## src/rtl/branch_predictor.sv

```systemverilog
// Dynamic branch predictor: PHT of saturating counters plus a tagged BTB,
// indexed bimodally or with gshare history, with saturating perf counters.
module branch_predictor #(
  parameter int ENTRIES = 16,
  parameter int TAG_W   = 8,
  parameter int CTR_W   = 2,
  parameter int GHR_W   = 0,
  parameter int CNT_W   = 16,
  localparam int INDEX_W = $clog2(ENTRIES)
) (
  input  logic               clk_i,
  input  logic               rst_i,
  input  logic [31:0]        if_pc_i,
  output logic               pred_taken_o,
  output logic [31:0]        pred_target_o,
  output logic               pred_hit_o,
  output logic [INDEX_W-1:0] pred_idx_o,
  input  logic               upd_valid_i,
  input  logic [31:0]        upd_pc_i,
  input  logic [INDEX_W-1:0] upd_idx_i,
  input  logic               upd_taken_i,
  input  logic [31:0]        upd_target_i,
  input  logic               upd_pred_taken_i,
  input  logic [31:0]        upd_pred_target_i,
  output logic               mispredict_o,
  output logic [31:0]        redirect_pc_o,
  output logic [CNT_W-1:0]   branch_cnt_o,
  output logic [CNT_W-1:0]   mispredict_cnt_o
);

  localparam int TAG_LO = INDEX_W + 2;
  localparam int TAG_HI = INDEX_W + TAG_W + 1;
  localparam logic [CTR_W-1:0] CTR_INIT = CTR_W'((1 << (CTR_W - 1)) - 1);
  localparam logic [CTR_W-1:0] CTR_MAX  = {CTR_W{1'b1}};
  localparam logic [CNT_W-1:0] CNT_MAX  = {CNT_W{1'b1}};

  logic [CTR_W-1:0]   pht [ENTRIES];
  logic [ENTRIES-1:0] btb_valid;
  logic [TAG_W-1:0]   btb_tag [ENTRIES];
  logic [31:0]        btb_target [ENTRIES];
  logic [INDEX_W-1:0] hist;
  logic [CNT_W-1:0]   branch_cnt;
  logic [CNT_W-1:0]   mispredict_cnt;

  logic [INDEX_W-1:0] lk_bidx;
  logic [INDEX_W-1:0] lk_pidx;
  logic [TAG_W-1:0]   lk_tag;
  logic [INDEX_W-1:0] upd_bidx;
  logic [TAG_W-1:0]   upd_tag;
  logic               dir_wrong;
  logic               tgt_wrong;
  logic               upd_en;
  logic               btb_wr;
  logic               unused_pc_bits;

  // Only the index and tag fields of the fetch PC matter.
  assign unused_pc_bits = ^if_pc_i;

  // Global history, zero-extended into the index space for the gshare XOR.
  generate
    if (GHR_W > 0) begin : g_gshare
      logic [GHR_W-1:0] ghr;
      always_ff @(posedge clk_i) begin
        if (rst_i) begin
          ghr <= '0;
        end else if (upd_valid_i) begin
          ghr <= GHR_W'({ghr, upd_taken_i});
        end
      end
      assign hist = INDEX_W'(ghr);
    end else begin : g_bimodal
      assign hist = '0;
    end
  endgenerate

  // Lookup: BTB indexed by PC bits only, PHT optionally hashed with history.
  assign lk_bidx       = if_pc_i[INDEX_W+1:2];
  assign lk_tag        = if_pc_i[TAG_HI:TAG_LO];
  assign lk_pidx       = lk_bidx ^ hist;
  assign pred_hit_o    = btb_valid[lk_bidx] && (btb_tag[lk_bidx] == lk_tag);
  assign pred_taken_o  = pred_hit_o && pht[lk_pidx][CTR_W-1];
  assign pred_target_o = pred_hit_o ? btb_target[lk_bidx] : 32'd0;
  assign pred_idx_o    = lk_pidx;

  // Resolution in MEM.
  assign upd_bidx      = upd_pc_i[INDEX_W+1:2];
  assign upd_tag       = upd_pc_i[TAG_HI:TAG_LO];
  assign dir_wrong     = upd_taken_i != upd_pred_taken_i;
  assign tgt_wrong     = upd_taken_i && (upd_pred_target_i != upd_target_i);
  assign mispredict_o  = upd_valid_i && (dir_wrong || tgt_wrong);
  assign redirect_pc_o = upd_taken_i ? upd_target_i : upd_pc_i + 32'd4;

  // Reset wins over a coincident update, so the update is simply lost.
  assign upd_en = upd_valid_i && !rst_i;
  assign btb_wr = upd_en && upd_taken_i;

  always_ff @(posedge clk_i) begin
    if (rst_i) begin
      for (int i = 0; i < ENTRIES; i++) begin
        pht[i] <= CTR_INIT;
      end
    end else if (upd_valid_i) begin
      if (upd_taken_i && (pht[upd_idx_i] != CTR_MAX)) begin
        pht[upd_idx_i] <= pht[upd_idx_i] + CTR_W'(1);
      end else if (!upd_taken_i && (pht[upd_idx_i] != '0)) begin
        pht[upd_idx_i] <= pht[upd_idx_i] - CTR_W'(1);
      end
    end
  end

  always_ff @(posedge clk_i) begin
    if (rst_i) begin
      btb_valid <= '0;
    end else if (btb_wr) begin
      btb_valid[upd_bidx] <= 1'b1;
    end
  end

  // Tag and target are qualified by the valid bit, so they need no reset.
  always_ff @(posedge clk_i) begin
    if (btb_wr) begin
      btb_tag[upd_bidx]    <= upd_tag;
      btb_target[upd_bidx] <= upd_target_i;
    end
  end

  always_ff @(posedge clk_i) begin
    if (rst_i) begin
      branch_cnt     <= '0;
      mispredict_cnt <= '0;
    end else if (upd_en) begin
      if (branch_cnt != CNT_MAX) begin
        branch_cnt <= branch_cnt + CNT_W'(1);
      end
      if (mispredict_o && (mispredict_cnt != CNT_MAX)) begin
        mispredict_cnt <= mispredict_cnt + CNT_W'(1);
      end
    end
  end

  assign branch_cnt_o     = branch_cnt;
  assign mispredict_cnt_o = mispredict_cnt;

endmodule

```

## config.mk

```make
export PLATFORM = sky130hd
export DESIGN_NAME = branch_predictor
export DESIGN_NICKNAME = d
export VERILOG_FILES = /design/src/rtl/branch_predictor.sv
export SDC_FILE = /design/constraint.sdc
export NUM_CORES = 1
export LEC_CHECK = 0
export CORE_ASPECT_RATIO = 1.1
export CORE_MARGIN = 8
export CORE_UTILIZATION = 40
export CTS_BUF_LIST = sky130_fd_sc_hd__clkbuf_8
export DETAILED_ROUTE_END_ITERATION = 6
export SETUP_SLACK_MARGIN = 0.05
export SYNTH_ARGS = -nofsm -noshare
export SYNTH_HDL_FRONTEND = slang
export SYNTH_SLANG_ARGS = --single-unit
```

## constraint.sdc

```tcl
create_clock -name clk_i -period 7.3 [get_ports clk_i]
set_clock_uncertainty 0.2 [all_clocks]
set_input_delay 1.46 -clock clk_i [delete_from_list [all_inputs] [get_ports clk_i]]
set_output_delay 1.46 -clock clk_i [all_outputs]
set_load 0.01 [all_outputs]
```

==> results of run 1 <==
[layout make-up]
| class | count | share of cell area [%] |
|---|---|---|
| tap | 954 | 3.37 |
| clock inverter | 88 | 1.29 |
| inverter | 10 | 0.106 |
| timing repair buffer | 294 | 7.84 |
| antenna | 8 | 0.0566 |
| multi-input combinational | 791 | 23.1 |
| sequential | 720 | 59.7 |
| clock buffer | 115 | 4.47 |
[state kept, by name, summed over array words and instances, names as in the netlist]
register,count
mispredict_cnt_o,16
btb_tag,128
btb_target,512
btb_valid,16
branch_cnt_o,16
pht,32
[routing by layer]
layer / up-vias / global-route usage, %
met4: 6 / 4.78
met3: 87 / 6.90
met5: - / 0
met1: 8661 / 25.9
li1: 7132 / -
met2: 721 / 30.6
[worst max-delay path by stage]
stage | startpoint | endpoint | slack (ns) | cells after the start
3_5_place_dp | upd_pc_i[2] | redirect_pc_o[30] | 0.67 | 12
6_report | upd_pc_i[2] | redirect_pc_o[30] | 0.63 | 12
5_1_grt | upd_pc_i[2] | redirect_pc_o[30] | 0.51 | 12
3_3_place_gp | upd_pc_i[2] | redirect_pc_o[30] | 0.66 | 12
4_1_cts | upd_pc_i[2] | redirect_pc_o[30] | 0.66 | 12
2_1_floorplan | upd_taken_i | btb_tag[0][0] | 1.63 | 4
[power breakdown]
| group | leakage, nW | switching, mW | total (mW) | internal, mW |
|---|---|---|---|---|
| registers | 6.42 | 0.0102 | 4.55 | 4.54 |
| logic | 3.87 | 0.330 | 0.596 | 0.266 |
| clock network | 1.18 | 1.57 | 3.11 | 1.54 |
[cell families (layout without fill, tap and decap cells)]
group / after synthesis / count (layout) / synth area share (%)
muxes: 247 / 247 / 16.4
AOI/OAI and AO/OA: 99 / 99 / 2.10
adders and majority gates: 6 / 6 / 0.253
xor gates and xnor gates: 88 / 88 / 2.60
DFF: 720 / 720 / 71.2
buffers and inverters: 91 / 507 / 1.60
other: 0 / 8 / 0
and+or+nand+nor: 351 / 351 / 5.76
[worst max-delay path, cell delays in order]
cell and delay [ns]:
clkdlybuf4s50_1 0.65, ha_1 0.32, nand3_1 0.30, nor2_1 0.22
buf_4 0.20, and3_1 0.23, nor2b_1 0.15, buf_4 0.21
nand3_1 0.11, xor2_1 0.16, o21ai_0 0.34, clkdlybuf4s50_1 0.64
[layout by cell type, fill, tap and decap left out, types with 11 or more instances in the layout]
master and instances:
nand3_1 39, mux4_2 191, nor2_1 89, buf_4 74, clkinv_1 32, xnor2_1 24
mux2_2 15, clkinv_2 13, or3_1 11, clkbuf_8 115, xor2_1 64, and3_1 43
nor2_4 12, a21oi_1 11, clkdlybuf4s50_1 214, inv_1 45, o21ai_0 54, nand2_1 84
dfxtp_1 48, edfxtp_1 672, nand4_1 16, mux2i_1 41
==> impl_metrics.csv, run 1 <==
group,metric,value,unit
power_and_ir_drop,power_density,233,nW/um2
logic_synthesis,yosysSeqAreaShare,71.2,%
clocking,numClockSinks,720,
power_and_ir_drop,leakage,11.5,nW
logic_synthesis,ys_async_sr_fraction,0,%
route,wl_met2,38100,um
global_route,grt_max_degree,73,
run_status,status,"complete, no violations",
finish,multi_input_area,8180,um2
logic_synthesis,yosys.area.top_type,"edfxtp_1",
finish,design_area,35400,um2
finish,finish.utilization,48.3,%
logic_synthesis,synth_area_per_cell,18.5,um2
logic_synthesis,synth_edf_count,672,
finish,final_layout_size_suffix_gt1_share,22.3,%
clocking,cts_hold_buf,0,
clocking,ctsResizeCount,0,
clocking,cts_buffer_depth,3,
logic_synthesis,yosys_warnings,0,
setup_path,r2r_cells,7,
setup_path,crit_path_end_kind,"output port",
setup_path,rrSetupSlack,4.15,ns
logic_synthesis,ys_ff_latch,720,
route,final_antenna_net_count,0,
clocking,cts-htree-levels,3,
min_path,min_path_cells,2,
job,maxCapViolations,0,
sta,fin_crit_sh,91.4,%
power_and_ir_drop,total_power,8.26,mW
setup_path,r2r-start,"pht[11][0]",
finish,layout.nets,2074,
min_path,worst_hold_path_type,"flip-flop to flip-flop",
placement,placed_area,33300,um2
placement,io_buffers,219,
route,viasPerCell,5.57,
global_route,grt_first_pass_wirelength,118000,um
clocking,cts_buffers,114,
setup_path,cp_max_fo,6,
floorplan,initial_utilization,40.5,%
sta,fin_setup_tns,0,ns
route,drc_errors,0,
logic_synthesis,synth_area_leaders,"edfxtp_1, mux4_2, dfxtp_1, xor2_1, mux2i_1",
logic_synthesis,syn_area,29700,um2
route,wl,81900,um
route,met1_length,34000,um
floorplan,rows,104,
sta,hold_viol,0,
floorplan,core-area,73300,um2
global_route,overflow,0,
sta,rsz0062_at_grt,"false",
route,vias,16607,
setup_path,crit_type,"primary input to output port",
floorplan,die_y,302,um
route,route.met3.wl,8540,um
sta,fin_ws,0.627,ns
logic_synthesis,netlist.area_leader.share,68.0,%
setup_path,start_kind,"primary input",
floorplan,die_w,276,um
sta,max_freq,150,MHz
setup_path,crit_required,5.64,ns
logic_synthesis,synth_fp_nets,1745,
clocking,cts_root_buf,"clkbuf_8",
route,first_pass_iters,5,
clocking,clkTransAtPathRegs,0.06,ns
min_path,min_to,"btb_valid[8]",
logic_synthesis,synth.most_common_cell,"edfxtp_1",
sta,period_minus_slack,6.67,ns
floorplan,dieArea,83200,um2
clocking,tritoncts,"built",
clocking,clock_latency,0.73,ns
sta,relSlewSlack,19.2,%
setup_path,arrival,5.01,ns
floorplan,io_pins,240,
finish,regArea,21100,um2
finish,n_fill_cell,6117,
finish,area_growth,19.3,%
sta,tightest_slew,1.21,ns
global_route,antenna_found_initial,11,
min_path,min_from,"btb_valid[8]",
setup_path,r2r_end,"pht[11][0]",
logic_synthesis,synth_ff_type,"edfxtp_1",
clocking,postCtsSetupRepairBufs,0,
logic_synthesis,synthTopCellsByCount,"edfxtp_1, mux4_2, nor2_1, nand2_1, xor2_1",
route,wl_per_cell,27.5,um
placement,detailedPlace.worstSlack,0.669,ns
sta,drv_slew,0,
placement,place_congestion,0.897,
sta,setup_viol,0,
global_route,grt_pass1_vias,17310,
logic_synthesis,synth_cell_types,53,
placement,dp_cells,2769,
power_and_ir_drop,peakVddDrop,0.159,mV
logic_synthesis,synthCells,1602,
placement,post-dp-hpwl,49600,um
route,maxUsedRoutingLayer,"met5",
global_route,grtUsageTotal,19.5,%
finish,final_cells,2980,
sta,worst_hold_slack,0.273,ns
route,dr.first_iter.drc_count,1581,
Note: power is estimated with default switching activity, not from simulation.
==> inputs of run 2 (changes only) <==
--- a/config.mk
+++ b/config.mk
@@ -5,12 +5,15 @@
 export SDC_FILE = /design/constraint.sdc
 export NUM_CORES = 1
 export LEC_CHECK = 0
+export CAP_MARGIN = 20
 export CORE_ASPECT_RATIO = 1.1
 export CORE_MARGIN = 8
 export CORE_UTILIZATION = 40
 export CTS_BUF_LIST = sky130_fd_sc_hd__clkbuf_8
 export DETAILED_ROUTE_END_ITERATION = 6
+export HOLD_SLACK_MARGIN = 0.03
 export SETUP_SLACK_MARGIN = 0.05
+export SKIP_CTS_REPAIR_TIMING = 1
 export SYNTH_ARGS = -nofsm -noshare
 export SYNTH_HDL_FRONTEND = slang
 export SYNTH_SLANG_ARGS = --single-unit
==> impl_metrics.csv, run 2 (synthesized netlist as in run 1, its figures left out) <==
group,metric,value,unit
clocking,tritoncts,"built",
route,drc_errors,0,
route,first_pass_iters,6,
finish,final_layout_size_suffix_gt1_share,22.0,%
global_route,grt_pass1_vias,17318,
floorplan,core-area,73300,um2
clocking,clkTransAtPathRegs,0.06,ns
setup_path,r2r-start,"pht[11][0]",
floorplan,rows,104,
setup_path,rrSetupSlack,4.16,ns
sta,max_freq,149,MHz
setup_path,crit_start,"upd_pc_i[2]",
sta,setup_viol,0,
sta,fin_setup_tns,0,ns
global_route,grt_first_pass_wirelength,118000,um
finish,design_area,35400,um2
clocking,clock_latency,0.71,ns
global_route,grtUsageTotal,19.5,%
sta,tightest_slew,1.17,ns
job,maxCapViolations,0,
power_and_ir_drop,peakVddDrop,0.147,mV
global_route,antenna_found_initial,15,
route,wl_per_cell,27.4,um
min_path,min_to,"btb_valid[5]",
setup_path,crit_required,5.64,ns
floorplan,io_pins,240,
route,vias,16516,
sta,worst_hold_slack,0.269,ns
placement,placed_area,33400,um2
route,viasPerCell,5.55,
min_path,min_path_cells,2,
global_route,grt_max_degree,73,
route,wl,81600,um
clocking,cts_root_buf,"clkbuf_8",
setup_path,r2r_cells,7,
route,dr.first_iter.drc_count,1657,
sta,fin_crit_sh,91.6,%
setup_path,crit_type,"primary input to output port",
clocking,numClockSinks,720,
clocking,cts_buffers,114,
finish,largest_register_ffs,512,
min_path,min_from,"btb_valid[5]",
sta,drv_slew,0,
power_and_ir_drop,power_density,230,nW/um2
global_route,overflow,0,
finish,reg.largest.list,"btb_target: 512 flops, btb_tag: 128 flops, pht: 32 flops",
min_path,worst_hold_path_type,"flip-flop to flip-flop",
setup_path,arrival,5.03,ns
floorplan,initial_utilization,40.5,%
sta,period_minus_slack,6.69,ns
finish,layout_common_cells,"edfxtp_1, clkdlybuf4s50_1, mux4_2, clkbuf_8, nor2_1",
route,final_antenna_net_count,0,
run_status,status,"complete, no violations",
placement,place_congestion,0.897,
placement,post-dp-hpwl,50000,um
finish,layout.nets,2078,
setup_path,r2r_end,"pht[11][0]",
clocking,cts-htree-levels,3,
floorplan,dieArea,83200,um2
finish,top_register,"btb_target",
setup_path,crit_path_end_kind,"output port",
power_and_ir_drop,leakage,11.5,nW
sta,rsz0062_at_grt,"false",
setup_path,cp_max_fo,6,
setup_path,start_kind,"primary input",
floorplan,die_w,276,um
placement,io_buffers,219,
finish,finish.utilization,48.3,%
clocking,cts_buffer_depth,3,
sta,relSlewSlack,22.3,%
floorplan,die_y,302,um
sta,hold_viol,0,
finish,area_growth,19.3,%
finish,n_fill_cell,6101,
finish,layout_commonest_cell,"edfxtp_1",
==> run 2: changes by cell type in the layout (fill, tap and decap cells not counted), moves of 2 or more <==
| cell | delta |
|---|---|
| diode_2 | -3 |
| clkinv_1 | -7 |
| inv_1 | +13 |
| buf_16 | +2 |
| clkinv_2 | -7 |
| inv_12 | -3 |
| inv_8 | -2 |
| buf_12 | +2 |
==> run 2: how the worst max path moves through the flow <==
stage	to	cells past startpoint	slack, ns
global placement	redirect_pc_o[30]	12	0.66
CTS	redirect_pc_o[30]	12	0.65
detailed placement	redirect_pc_o[30]	12	0.67
finish	redirect_pc_o[30]	12	0.61
floorplan	btb_tag[0][0]	4	1.63
global route	redirect_pc_o[30]	12	0.52
==> run 2: metrics by stage <==
step                setup WS (ns)  power, mW  instances
finish                      0.611       8.16       2978
global route                0.520       8.46       2974
CTS                         0.655       8.25       2972
detailed placement          0.674       5.24       2772
global placement            0.664       5.23       2769
floorplan                    1.63       4.94       1602
==> run 2: per-layer routing <==
metal | vias to the layer above | GRT usage (%) | part of all wire (%)
met4 | 8 | 4.67 | 1.7
met1 | 8578 | 27.0 | 43
met3 | 89 | 5.13 | 9.0
met5 | - | 0 | 0.072
li1 | 7137 | - | -
met2 | 704 | 30.8 | 47
==> run 2: cell type report <==
type	count	area (um2)	area share (%)
clock buffer	116	1600	4.51
inverter	10	37.5	0.106
antenna	5	12.5	0.0353
clock inverter	84	375	1.06
tap	954	1190	3.37
timing repair buffer	298	2870	8.10
multi-input combinational	791	8180	23.1
sequential	720	21100	59.7
==> run 2: worst max-delay path, stage by stage <==
cell and delay [ns]:
clkdlybuf4s50_1 0.66, ha_1 0.34, nand3_1 0.31, nor2_1 0.21, buf_4 0.20, and3_1 0.23
nor2b_1 0.15, buf_4 0.21, nand3_1 0.11, xor2_1 0.16, o21ai_0 0.35, clkdlybuf4s50_1 0.64
==> run 2: where the power goes <==
group          internal, mW  switching (mW)
clock network          1.50            1.52
registers              4.54          0.0102
logic                 0.266           0.329
==> inputs of run 3 (changes only) <==
--- a/config.mk
+++ b/config.mk
@@ -8,7 +8,7 @@
 export CAP_MARGIN = 20
 export CORE_ASPECT_RATIO = 1.1
 export CORE_MARGIN = 8
-export CORE_UTILIZATION = 40
+export CORE_UTILIZATION = 29
 export CTS_BUF_LIST = sky130_fd_sc_hd__clkbuf_8
 export DETAILED_ROUTE_END_ITERATION = 6
 export HOLD_SLACK_MARGIN = 0.03
==> impl_metrics.csv, run 3 (synthesized netlist as in run 1, its figures left out) <==
group,metric,value,unit
run_status,status,"complete, no violations",
finish,design_area,36000,um2
sta,setup_viol,0,
global_route,overflow,0,
placement,io_buffers,219,
clocking,cts-htree-levels,3,
sta,hold_viol,0,
setup_path,crit_required,5.64,ns
sta,drv_slew,0,
floorplan,initial_utilization,29.1,%
job,maxCapViolations,0,
global_route,grt_pass1_vias,17404,
setup_path,r2r_end,"pht[13][1]",
setup_path,path_common_cell,"clkdlybuf4s50_1",
placement,detailedPlace.worstSlack,0.506,ns
finish,layout_commonest_cell,"edfxtp_1",
setup_path,cp_max_fo,18,
setup_path,cp_slowest_stage_delay,0.87,ns
power_and_ir_drop,leakage,11.6,nW
setup_path,critPathTopFamily,"simple AND/OR/NAND/NOR gates",
power_and_ir_drop,peakVddDrop,0.132,mV
setup_path,arrival,5.19,ns
finish,final_layout_size_suffix_gt1_share,22.6,%
min_path,worst_hold_path_type,"flip-flop to flip-flop",
clocking,clkTransAtPathRegs,0.06,ns
setup_path,crit_type,"primary input to output port",
setup_path,crit_start,"upd_target_i[5]",
floorplan,die_y,352,um
sta,fin_crit_sh,93.9,%
setup_path,critPathBufInv,2,
setup_path,crit_chain,"clkdlybuf4s50_1 -> xor2_1 -> nor4_1 -> nand4_1 -> or4_1 -> o211a_1 -> clkdlybuf4s50_1",
placement,placed_area,33900,um2
power_and_ir_drop,power_density,233,nW/um2
route,viasPerCell,4.92,
global_route,antenna_found_initial,16,
setup_path,crit_path_end_kind,"output port",
route,wl_met2,39400,um
sta,max_freq,146,MHz
placement,dp_cells,3189,
setup_path,crit_slowest_cell,"or4_1",
route,drc_errors,0,
floorplan,rows,123,
finish,layout_common_cells,"edfxtp_1, clkdlybuf4s50_1, mux4_2, clkbuf_8, nor2_1",
sta,period_minus_slack,6.85,ns
finish,largest_register_ffs,512,
finish,final_cells,3403,
clocking,numClockSinks,720,
clocking,tritoncts,"built",
route,first_pass_iters,5,
sta,fin_ws,0.447,ns
global_route,grt_max_degree,69,
placement,post-dp-hpwl,53700,um
clocking,cts_root_buf,"clkbuf_8",
finish,reg.largest.list,"btb_target: 512 flops, btb_tag: 128 flops, pht: 32 flops",
floorplan,core-area,102000,um2
floorplan,dieArea,113000,um2
setup_path,r2r-start,"pht[15][0]",
route,wl,85000,um
global_route,grtUsageTotal,14.6,%
sta,fin_setup_tns,0,ns
sta,relSlewSlack,29.1,%
route,maxUsedRoutingLayer,"met5",
route,final_antenna_net_count,0,
setup_path,start_kind,"primary input",
finish,layout.nets,2073,
finish,top_register,"btb_target",
route,met1_length,35300,um
floorplan,io_pins,240,
clocking,cts_buffers,114,
route,route.met3.wl,8530,um
route,dr.first_iter.drc_count,1452,
clocking,clock_latency,0.70,ns
finish,n_fill_cell,9629,
setup_path,crit_cells,7,
sta,tightest_slew,1.06,ns
setup_path,endpoint,"mispredict_o",
clocking,cts_buffer_depth,3,
route,wl_per_cell,25.0,um
setup_path,r2r_cells,7,
floorplan,die_w,321,um
sta,rsz0062_at_grt,"false",
finish,finish.utilization,35.3,%
finish,area_growth,21.3,%
setup_path,rrSetupSlack,4.12,ns
route,vias,16728,
global_route,grt_first_pass_wirelength,121000,um
placement,place_congestion,0.884,
==> run 3: per-layer routing <==
metal / track usage, % / vias up
li1: - / 7112
met1: 19.3 / 8709
met2: 23.4 / 752
met3: 4.94 / 145
met4: 3.36 / 10
met5: 0 / -
==> run 3: layout make-up <==
type	instances	area (um2)	share of cell area, %
inverters	10	37.5	0.104
multi-input cells	791	8180	22.7
clock buffers	117	1610	4.47
repair buffers	293	2770	7.70
clock inverters	91	528	1.47
flip-flops and latches	720	21100	58.7
well taps	1375	1720	4.78
diodes	6	15.0	0.0417
==> run 3: worst min-delay path by stage <==
| stage | from | endpoint | cells past startpoint |
|---|---|---|---|
| final | btb_valid[15] | btb_valid[15] | 2 |
| after floorplan | btb_valid[12] | btb_valid[12] | 2 |
| after detailed placement | btb_valid[1] | btb_valid[1] | 2 |
| after global routing | btb_valid[1] | btb_valid[1] | 2 |
| after CTS | btb_valid[1] | btb_valid[1] | 2 |
| after global placement | btb_valid[7] | btb_valid[7] | 2 |
==> run 3: metrics by stage <==
step	hold WS [ns]	power, mW
after floorplan	0.235	4.94
after global placement	0.245	5.23
after detailed placement	0.259	5.24
after CTS	0.274	8.46
after global routing	0.293	8.66
final	0.271	8.39
==> run 3: worst reg2reg max path, cell delays in order, from the launching register on <==
cell      delay, ns
edfxtp_1       0.37
mux4_2         0.47
and2_1         0.24
nor4_4         0.36
mux2i_1        0.32
and2_1         0.27
nand2_1        0.14
o21ai_0        0.44
==> run 3: where the power goes <==
part | internal, mW | switching, mW
sequential | 4.54 | 0.0101
clock | 1.64 | 1.59
combinational | 0.266 | 0.331
total | 6.45 | 1.94
